**config.mk**
```make
export PLATFORM = sky130hd
export DESIGN_NAME = dmem_copy_engine_flat
export DESIGN_NICKNAME = d
export VERILOG_FILES = /design/src/rtl/dmem_copy_engine_if.sv /design/src/rtl/dmem_copy_engine.sv /design/src/flat_wrapper.sv
export SDC_FILE = /design/constraint.sdc
export NUM_CORES = 1
export LEC_CHECK = 0
export ABC_AREA = 0
export BUFFER_PORTS_ARGS = -buffer_cell sky130_fd_sc_hd__buf_2
export CAP_MARGIN = 10
export CORE_UTILIZATION = 34
export DETAILED_ROUTE_END_ITERATION = 10
export GPL_TIMING_DRIVEN = 0
export SLEW_MARGIN = 10
export SYNTH_ARGS = -nofsm -noshare
export SYNTH_HDL_FRONTEND = slang
export SYNTH_SLANG_ARGS = --single-unit
```
**constraint.sdc**
```tcl
create_clock -name DCE_clk -period 3.5 [get_ports DCE_clk]
set_input_delay 0.35 -clock DCE_clk [delete_from_list [all_inputs] [get_ports DCE_clk]]
set_output_delay 0.35 -clock DCE_clk [all_outputs]
set_load 0.05 [all_outputs]
```
**src/rtl/dmem_copy_engine_if.sv**
```systemverilog
// DMEM port bundle between the copy engine (master) and the data memory (slave).
// Read data returns combinationally in the same cycle as the read request.
interface dmem_copy_engine_if #(
   parameter int ADDR_WIDTH = 8,
   parameter int DATA_WIDTH = 32
);
   logic [ADDR_WIDTH-1:0] DCE_mem_address;
   logic [DATA_WIDTH-1:0] DCE_mem_data_out;
   logic                  DCE_mem_write;
   logic                  DCE_mem_read;
   logic [DATA_WIDTH-1:0] DCE_mem_data_in;

   modport master (
      output DCE_mem_address,
      output DCE_mem_data_out,
      output DCE_mem_write,
      output DCE_mem_read,
      input  DCE_mem_data_in
   );

   modport slave (
      input  DCE_mem_address,
      input  DCE_mem_data_out,
      input  DCE_mem_write,
      input  DCE_mem_read,
      output DCE_mem_data_in
   );
endinterface

```
**src/rtl/dmem_copy_engine.sv**
```systemverilog
// Block copy / fill engine that owns the DMEM port while DCE_busy is high.
// Copy alternates READ/WRITE per word; fill issues back-to-back WRITEs.
module dmem_copy_engine #(
   parameter int ADDR_WIDTH = 8,
   parameter int DATA_WIDTH = 32
) (
   input  logic                  DCE_clk,
   input  logic                  DCE_reset,
   input  logic                  DCE_start,
   input  logic                  DCE_mode,
   input  logic [ADDR_WIDTH-1:0] DCE_src,
   input  logic [ADDR_WIDTH-1:0] DCE_dst,
   input  logic [ADDR_WIDTH:0]   DCE_len,
   input  logic [DATA_WIDTH-1:0] DCE_fill_value,
   output logic                  DCE_busy,
   output logic                  DCE_done,
   output logic [ADDR_WIDTH:0]   DCE_count,
   dmem_copy_engine_if.master    mem_bus
);

   typedef enum logic [1:0] {
      S_IDLE  = 2'd0,
      S_READ  = 2'd1,
      S_WRITE = 2'd2,
      S_DONE  = 2'd3
   } state_t;

   localparam logic [ADDR_WIDTH-1:0] ONE_A  = ADDR_WIDTH'(1);
   localparam logic [ADDR_WIDTH:0]   ONE_L  = (ADDR_WIDTH+1)'(1);
   localparam logic [ADDR_WIDTH:0]   ZERO_L = '0;

   state_t                r_state;
   logic                  r_mode;
   logic [ADDR_WIDTH-1:0] r_src_ptr;
   logic [ADDR_WIDTH-1:0] r_dst_ptr;
   logic [ADDR_WIDTH:0]   r_remaining;
   logic [ADDR_WIDTH:0]   r_count;
   logic [DATA_WIDTH-1:0] r_data;
   logic [DATA_WIDTH-1:0] r_fill;
   logic                  r_busy;
   logic                  r_done;

   always_ff @(posedge DCE_clk) begin
      if (DCE_reset) begin
         r_state     <= S_IDLE;
         r_mode      <= 1'b0;
         r_src_ptr   <= '0;
         r_dst_ptr   <= '0;
         r_remaining <= '0;
         r_count     <= '0;
         r_data      <= '0;
         r_fill      <= '0;
         r_busy      <= 1'b0;
         r_done      <= 1'b0;
      end else begin
         case (r_state)
            S_IDLE: begin
               r_done <= 1'b0;
               if (DCE_start) begin
                  r_mode      <= DCE_mode;
                  r_src_ptr   <= DCE_src;
                  r_dst_ptr   <= DCE_dst;
                  r_remaining <= DCE_len;
                  r_fill      <= DCE_fill_value;
                  r_count     <= '0;
                  r_busy      <= 1'b1;
                  if (DCE_len == ZERO_L) begin
                     r_state <= S_DONE;
                     r_done  <= 1'b1;
                  end else if (DCE_mode) begin
                     r_state <= S_WRITE;
                  end else begin
                     r_state <= S_READ;
                  end
               end
            end
            S_READ: begin
               r_data    <= mem_bus.DCE_mem_data_in;
               r_src_ptr <= r_src_ptr + ONE_A;
               r_state   <= S_WRITE;
            end
            S_WRITE: begin
               r_dst_ptr   <= r_dst_ptr + ONE_A;
               r_count     <= r_count + ONE_L;
               r_remaining <= r_remaining - ONE_L;
               // remaining is checked before the decrement lands: 1 means this is the last word
               if (r_remaining == ONE_L) begin
                  r_state <= S_DONE;
                  r_done  <= 1'b1;
               end else if (r_mode) begin
                  r_state <= S_WRITE;
               end else begin
                  r_state <= S_READ;
               end
            end
            S_DONE: begin
               r_done  <= 1'b0;
               r_busy  <= 1'b0;
               r_state <= S_IDLE;
            end
            default: begin
               r_state <= S_IDLE;
               r_busy  <= 1'b0;
               r_done  <= 1'b0;
            end
         endcase
      end
   end

   // Memory side is a pure decode of registered state, so data_out is 0 outside WRITE
   always_comb begin
      mem_bus.DCE_mem_address  = '0;
      mem_bus.DCE_mem_data_out = '0;
      mem_bus.DCE_mem_write    = 1'b0;
      mem_bus.DCE_mem_read     = 1'b0;
      case (r_state)
         S_READ: begin
            mem_bus.DCE_mem_address = r_src_ptr;
            mem_bus.DCE_mem_read    = 1'b1;
         end
         S_WRITE: begin
            mem_bus.DCE_mem_address  = r_dst_ptr;
            mem_bus.DCE_mem_write    = 1'b1;
            mem_bus.DCE_mem_data_out = r_mode ? r_fill : r_data;
         end
         default: begin
            mem_bus.DCE_mem_address = '0;
         end
      endcase
   end

   assign DCE_busy  = r_busy;
   assign DCE_done  = r_done;
   assign DCE_count = r_count;

endmodule
```
**src/flat_wrapper.sv**
```systemverilog
// flat-port wrapper written by rule: the top's interface ports become plain ports
module dmem_copy_engine_flat 
#(
   parameter int ADDR_WIDTH = 8,
   parameter int DATA_WIDTH = 32
)
  (DCE_clk, DCE_reset, DCE_start, DCE_mode, DCE_src, DCE_dst, DCE_len, DCE_fill_value, DCE_busy, DCE_done, DCE_count, mem_bus_DCE_mem_address, mem_bus_DCE_mem_data_out, mem_bus_DCE_mem_write, mem_bus_DCE_mem_read, mem_bus_DCE_mem_data_in);
  dmem_copy_engine_if #(.ADDR_WIDTH(ADDR_WIDTH), .DATA_WIDTH(DATA_WIDTH)) mem_bus_i ();
  input  logic DCE_clk;
  input  logic DCE_reset;
  input  logic DCE_start;
  input  logic DCE_mode;
  input  logic [ADDR_WIDTH-1:0] DCE_src;
  input  logic [ADDR_WIDTH-1:0] DCE_dst;
  input  logic [ADDR_WIDTH:0] DCE_len;
  input  logic [DATA_WIDTH-1:0] DCE_fill_value;
  output logic DCE_busy;
  output logic DCE_done;
  output logic [ADDR_WIDTH:0] DCE_count;
  output wire logic [$bits(mem_bus_i.DCE_mem_address)-1:0] mem_bus_DCE_mem_address;
  output wire logic [$bits(mem_bus_i.DCE_mem_data_out)-1:0] mem_bus_DCE_mem_data_out;
  output wire logic [$bits(mem_bus_i.DCE_mem_write)-1:0] mem_bus_DCE_mem_write;
  output wire logic [$bits(mem_bus_i.DCE_mem_read)-1:0] mem_bus_DCE_mem_read;
  input wire logic [$bits(mem_bus_i.DCE_mem_data_in)-1:0] mem_bus_DCE_mem_data_in;
  assign mem_bus_DCE_mem_address = mem_bus_i.DCE_mem_address;
  assign mem_bus_DCE_mem_data_out = mem_bus_i.DCE_mem_data_out;
  assign mem_bus_DCE_mem_write = mem_bus_i.DCE_mem_write;
  assign mem_bus_DCE_mem_read = mem_bus_i.DCE_mem_read;
  assign mem_bus_i.DCE_mem_data_in = mem_bus_DCE_mem_data_in;
  dmem_copy_engine #(.ADDR_WIDTH(ADDR_WIDTH), .DATA_WIDTH(DATA_WIDTH)) u_core (.DCE_clk(DCE_clk), .DCE_reset(DCE_reset), .DCE_start(DCE_start), .DCE_mode(DCE_mode), .DCE_src(DCE_src), .DCE_dst(DCE_dst), .DCE_len(DCE_len), .DCE_fill_value(DCE_fill_value), .DCE_busy(DCE_busy), .DCE_done(DCE_done), .DCE_count(DCE_count), .mem_bus(mem_bus_i));
endmodule
```
After elaboration in Yosys (flattened, before gate mapping):

Cells that the tools add are included.

* register bits after elaboration: 103
* latch bits: 0
* RAM bits: 0
* memory bits (read-only): 0
* bits of input ports: 93
* memories kept: 0

* $add $sub $neg: 4
* multiply operators: 0
* div/mod/pow operators: 0
* magnitude comparators: 0
* eq/ne operators: 6
* shift operators: 0
* multiplexer cells: 25
* bitwise logic cells: 0
* reductions and logical operators: 11

Operators with widths (count)
* 32-bit 2-to-1 mux: 2
* 8-bit one-hot mux with 2 select lines: 3
* 9-bit one-hot mux with 2 select lines: 2
* 9-bit 2-to-1 mux: 2
* 8-bit by 1-bit adder with 8-bit output (second input constant): 2
* 8-bit 2-to-1 mux: 2
* 2-bit 2-to-1 mux: 5
* 2-bit AND reduction: 5
* 9-bit by 1-bit adder with 9-bit output (second input constant): 1
* 9-bit by 1-bit == test with 1-bit output (second input constant): 1
* 9-bit zero test: 1
* 9-bit by 1-bit subtractor with 9-bit output (second input constant): 1
* 2-bit one-hot mux with 4 select lines: 1
* 1-bit 2-to-1 mux: 6
* 2-bit nonzero test: 3
* 2-bit == test (second input constant): 2
* 1-bit one-hot mux with 3 select lines: 1
* 3-bit nonzero test: 1
* 2-bit by 1-bit == test with 1-bit output (second input constant): 1
* 2-bit zero test: 1
* 2-bit by 1-bit inequality test with 1-bit output (second input constant): 1
* 2-bit inequality test (second input constant): 1
* 1-bit one-hot mux with 2 select lines: 1

Logic depth before layout (Yosys ltp):

* depth in word-level cells: 4
* mapped depth: 8

Worst setup path before layout:

No wires, ideal clock.

* kind: register to output
* start: register u_core.r_state[1]
* end: output port mem_bus_DCE_mem_address[6]
* arrival: 2915 ps
* data required time: 3150 ps
* slack: 235 ps
* stages on the path, launching flop included: 8
* path buffers: 3
* cell sequence: dfxtp_1 > inv_1 > ha_1 > buf_2 > clkbuf_1 > buf_2 > nand2_1 > a21boi_0

* word-level cells in the longest chain between the ends: 2

Ends and longest elaborated chain
* from (decl): RTL line dmem_copy_engine.sv:32 `state_t r_state;`
* from (signal assigned): RTL line dmem_copy_engine.sv:45 `r_state <= S_IDLE;`
* from (signal assigned): RTL line dmem_copy_engine.sv:68 `r_state <= S_DONE;`
* from (signal assigned): RTL line dmem_copy_engine.sv:71 `r_state <= S_WRITE;`
* 2-bit == test or 2-bit by 1-bit == test with 1-bit output (tied branches): RTL line dmem_copy_engine.sv:116 `case (r_state)`
* 8-bit one-hot mux with 2 select lines (*): RTL line dmem_copy_engine.sv:116
* to (decl): RTL line flat_wrapper.sv:20 `output wire logic [$bits(mem_bus_i.DCE_mem_address)-1:0] mem_bus_DCE_mem_address;`

Mark *: on every way between the ends. The rest lies on a longest branch, timed or not.

Worst setup path in the final report:

Same ends and word-level chain as after synthesis.

==> flow_summary_export.csv <==
group,metric,value,unit
status,status,"complete, no violations",
setup_path,end_kind,"primary output",
die,die_y,124,um
clock_tree,htree_num_levels,3,
clock_tree,cts.reportedPaths.clkPinSlew,0.07,ns
route,remaining_drc_errors,0,
sta,hold_violations,0,
placement,port_buffers,143,
logic_synthesis,ys_ff_latch,103,
logic_synthesis,yosys_warnings,0,
setup_path,crit_type,"flip-flop to primary output",
clock_tree,numClockSinks,103,
pwr,p_leak,2.52,nW
global_route,grt_max_degree,16,
clock_tree,clockRootBuffer,"clkbuf_16",
global_route,grtUsageMet1,27.5,%
die,ios,146,
final_layout,nets,870,
sta,finalSetupTns,0,ns
sta,fmax,339,MHz
global_route,grt_overflow,0,
sta,rsz0062_at_grt,"false",
die,fp.dieW,124,um
die,die-area,0.0153,mm2
logic_synthesis,netlist_instances,614,
logic_synthesis,syn_avg_cell_area,8.21,um2
route,drtAntennaViolNets,0,
final_layout,n_fill_cell,1550,
clock_tree,clk_latency,0.35,ns
setup_path,cp_max_fo,10,
logic_synthesis,synth_top_cell_by_area,"dfxtp_1",
global_route,top_usage_layer,"met2",
route,dr.pass1.iters,4,
logic_synthesis,synthFlopType,"dfxtp_1",
logic_synthesis,syn_nets,716,
sta,setup_violations,0,
setup_path,cpMostUsedCell,"buf_2",
logic_synthesis,yosys.cell_types.count,49,
route,drtIter0Drc,294,
sta,clock-skew-final,0.00813,ns
sta,worst-slew-pin-transition,0.684,ns
logic_synthesis,yosys.area.top_type_share,40.9,%
logic_synthesis,synth_edf_count,0,
die,fp.coreArea,0.0145,mm2
logic_synthesis,syn_area,0.00504,mm2
sta,fin_crit_sh,84.3,%
global_route,use_met2,30.4,%
final_layout,utilization,43.3,%
final_layout,final_layout_size_suffix_gt1_share,23.2,%
sta,slew_violations,0,
final_layout,final_cell_mix,"156 x buf_2, 103 x dfxtp_1, 89 x nor2_1",
die,start_util,34.8,%
route,vias,4883,
final_layout,mostFrequentLayoutCell,"buf_2",
setup_path,crit_arrival,2.60,ns
setup_path,start_kind,"flip-flop",
final_layout,syn2layout_area_growth,24.4,%
clock_tree,cts_setup_buffers,0,
placement,dp_slack,0.879,ns
global_route,first_global_vias,4509,
route,finalWirelength,14800,um
die,fp-row-count,44,
route,wl_per_cell,15.5,um
final_layout,antenna_cells,0,
logic_synthesis,postSynth.asyncResetShare,0,%
min_path,hold_class,"input port to flip-flop",
flow_run,max_cap_viol_count,0,
setup_path,crit_chain,"inv_1 > ha_1 > buf_2 > clkbuf_1 > buf_2 > nand2_1 > a21boi_0 > buf_2",
clock_tree,numCtsBuffers,9,
clock_tree,cts_buffer_depth,2,
setup_path,crit_required,3.15,ns
pwr,ir_worst_vdd,0.286,mV
setup_path,slowest_delay,0.40,ns
clock_tree,cts_hold_buf,0,
global_route,grt_pass1_wl,23100,um
setup_path,cp_slowest_cell,"clkbuf_1",
sta,fin_ws,0.549,ns
global_route,grt.total_usage,19.8,%
sta,slew_headroom,54.4,%
clock_tree,cts-resized-gates,0,
logic_synthesis,yosys-top-cells-area,"dfxtp_1 41%, mux2i_1 14%, nor2_1 6.6%, nand2_1 6.4%, a21oi_1 5.9%",
logic_synthesis,ys_seq_area_share,40.9,%
placement,routabilityCongestion,0.878,
global_route,gr-usage-met3,4.49,%
pwr,power_density,758,mW/mm2
clock_tree,tritoncts,"yes",
sta,fin_crit,2.95,ns
global_route,antenna_found_initial,1,
placement,dpl.hpwl,10800,um
route,routed_via_density,5.11,
==> critical path, delay by kind of cell (launching register included) <==
family | cells | cell delay (ns)
AO/OA/AOI/OAI | 1 | 0.17
adder cells (fa/ha/maj) | 1 | 0.21
buffers and inverters | 5 | 1.42
flip-flops | 1 | 0.34
AND/OR/NAND/NOR | 1 | 0.10
==> synth_stat cells (2+ instances only) <==
| cell | number |
|---|---|
| o21ai_0 | 24 |
| a21oi_1 | 59 |
| a311oi_1 | 6 |
| ha_1 | 9 |
| nand3_1 | 8 |
| a21o_1 | 2 |
| nor3_1 | 8 |
| xor2_1 | 3 |
| o211ai_1 | 2 |
| inv_1 | 10 |
| mux2_2 | 3 |
| o32ai_1 | 2 |
| nor4_1 | 3 |
| o2bb2ai_1 | 4 |
| nand2b_1 | 4 |
| o22ai_1 | 3 |
| clkbuf_1 | 24 |
| or3_1 | 6 |
| a211oi_1 | 5 |
| nor2b_1 | 13 |
| buf_2 | 13 |
| dfxtp_1 | 103 |
| buf_1 | 8 |
| or2_2 | 2 |
| o21a_1 | 3 |
| mux2i_1 | 68 |
| and3_1 | 5 |
| a31oi_1 | 3 |
| nand2_1 | 86 |
| a221oi_1 | 2 |
| nor2_1 | 89 |
| a22oi_1 | 10 |
| xnor2_1 | 2 |
| or4_4 | 2 |
| nand4_1 | 6 |
==> final timing paths <==
check                           cells after the start                          to                         from  slack, ns
worst min-delay path                                3           u_core.r_data[28]  mem_bus_DCE_mem_data_in[28]       0.22
worst max register to register                      8         u_core.r_dst_ptr[6]            u_core.r_state[1]       1.35
worst min register to register                      2            u_core.r_fill[1]             u_core.r_fill[1]       0.45
worst max-delay path                                8  mem_bus_DCE_mem_address[6]            u_core.r_state[1]       0.55
==> area by class of cell <==
class | instances | area, um2 | area share [%]
multi-input combinational | 456 | 2750 | 43.9
clock buffer | 12 | 236 | 3.77
buffer | 45 | 185 | 2.96
clock inverter | 3 | 45.0 | 0.719
tap | 184 | 230 | 3.67
timing repair buffer | 143 | 716 | 11.4
sequential | 103 | 2060 | 32.9
inverter | 10 | 37.5 | 0.599
==> routing by layer <==
metal  routed length [um]  part of all wire (%)  up-vias
met5                    8                 0.054        -
met4                  220                   1.5        2
met3                  819                   5.5       18
met2                 6600                    44      138
met1                 7200                    48     2283
li1                     -                     -     2442
==> metrics by stage <==
step	power (mW)	cell area (um2)	cells	hold slack, ns
finish	4.75	6270	956	0.224
global placement	3.75	5980	941	0.443
floorplan	3.19	5040	614	0.436
CTS	4.78	6270	956	0.217
global route	5.07	6270	956	0.233
detailed placement	3.76	5980	941	0.448
==> sequential cells by signal (all words and copies together), names as in the netlist <==
| name | flops |
|---|---|
| u_core.r_data | 32 |
| u_core.r_fill | 32 |
| u_core.DCE_count | 9 |
| u_core.r_remaining | 9 |
| u_core.r_dst_ptr | 8 |
| u_core.r_src_ptr | 8 |
| u_core.r_state | 2 |
| u_core.DCE_busy | 1 |
| u_core.DCE_done | 1 |
| u_core.r_mode | 1 |
==> power by group <==
group | leakage [nW] | switching [mW] | internal [mW] | total (mW)
Sequential | 0.843 | 0.217 | 1.45 | 1.66
Combinational | 1.55 | 1.34 | 0.745 | 2.08
Clock | 0.129 | 0.452 | 0.552 | 1.00
==> cells by family (layout without fill, tap and decap cells) <==
| logic type | Yosys count | count (layout) | synth area share [%] |
|---|---|---|---|
| xor gates and xnor gates | 5 | 5 | 0.869 |
| buffers and inverters | 55 | 213 | 4.42 |
| AOI/OAI and AO/OA | 131 | 131 | 15.8 |
| DFF | 103 | 103 | 40.9 |
| and+or+nand+nor | 240 | 240 | 21.6 |
| adders and majority gates | 9 | 9 | 2.23 |
| muxes | 71 | 71 | 14.2 |
Note: power is estimated with default switching activity, not from simulation.
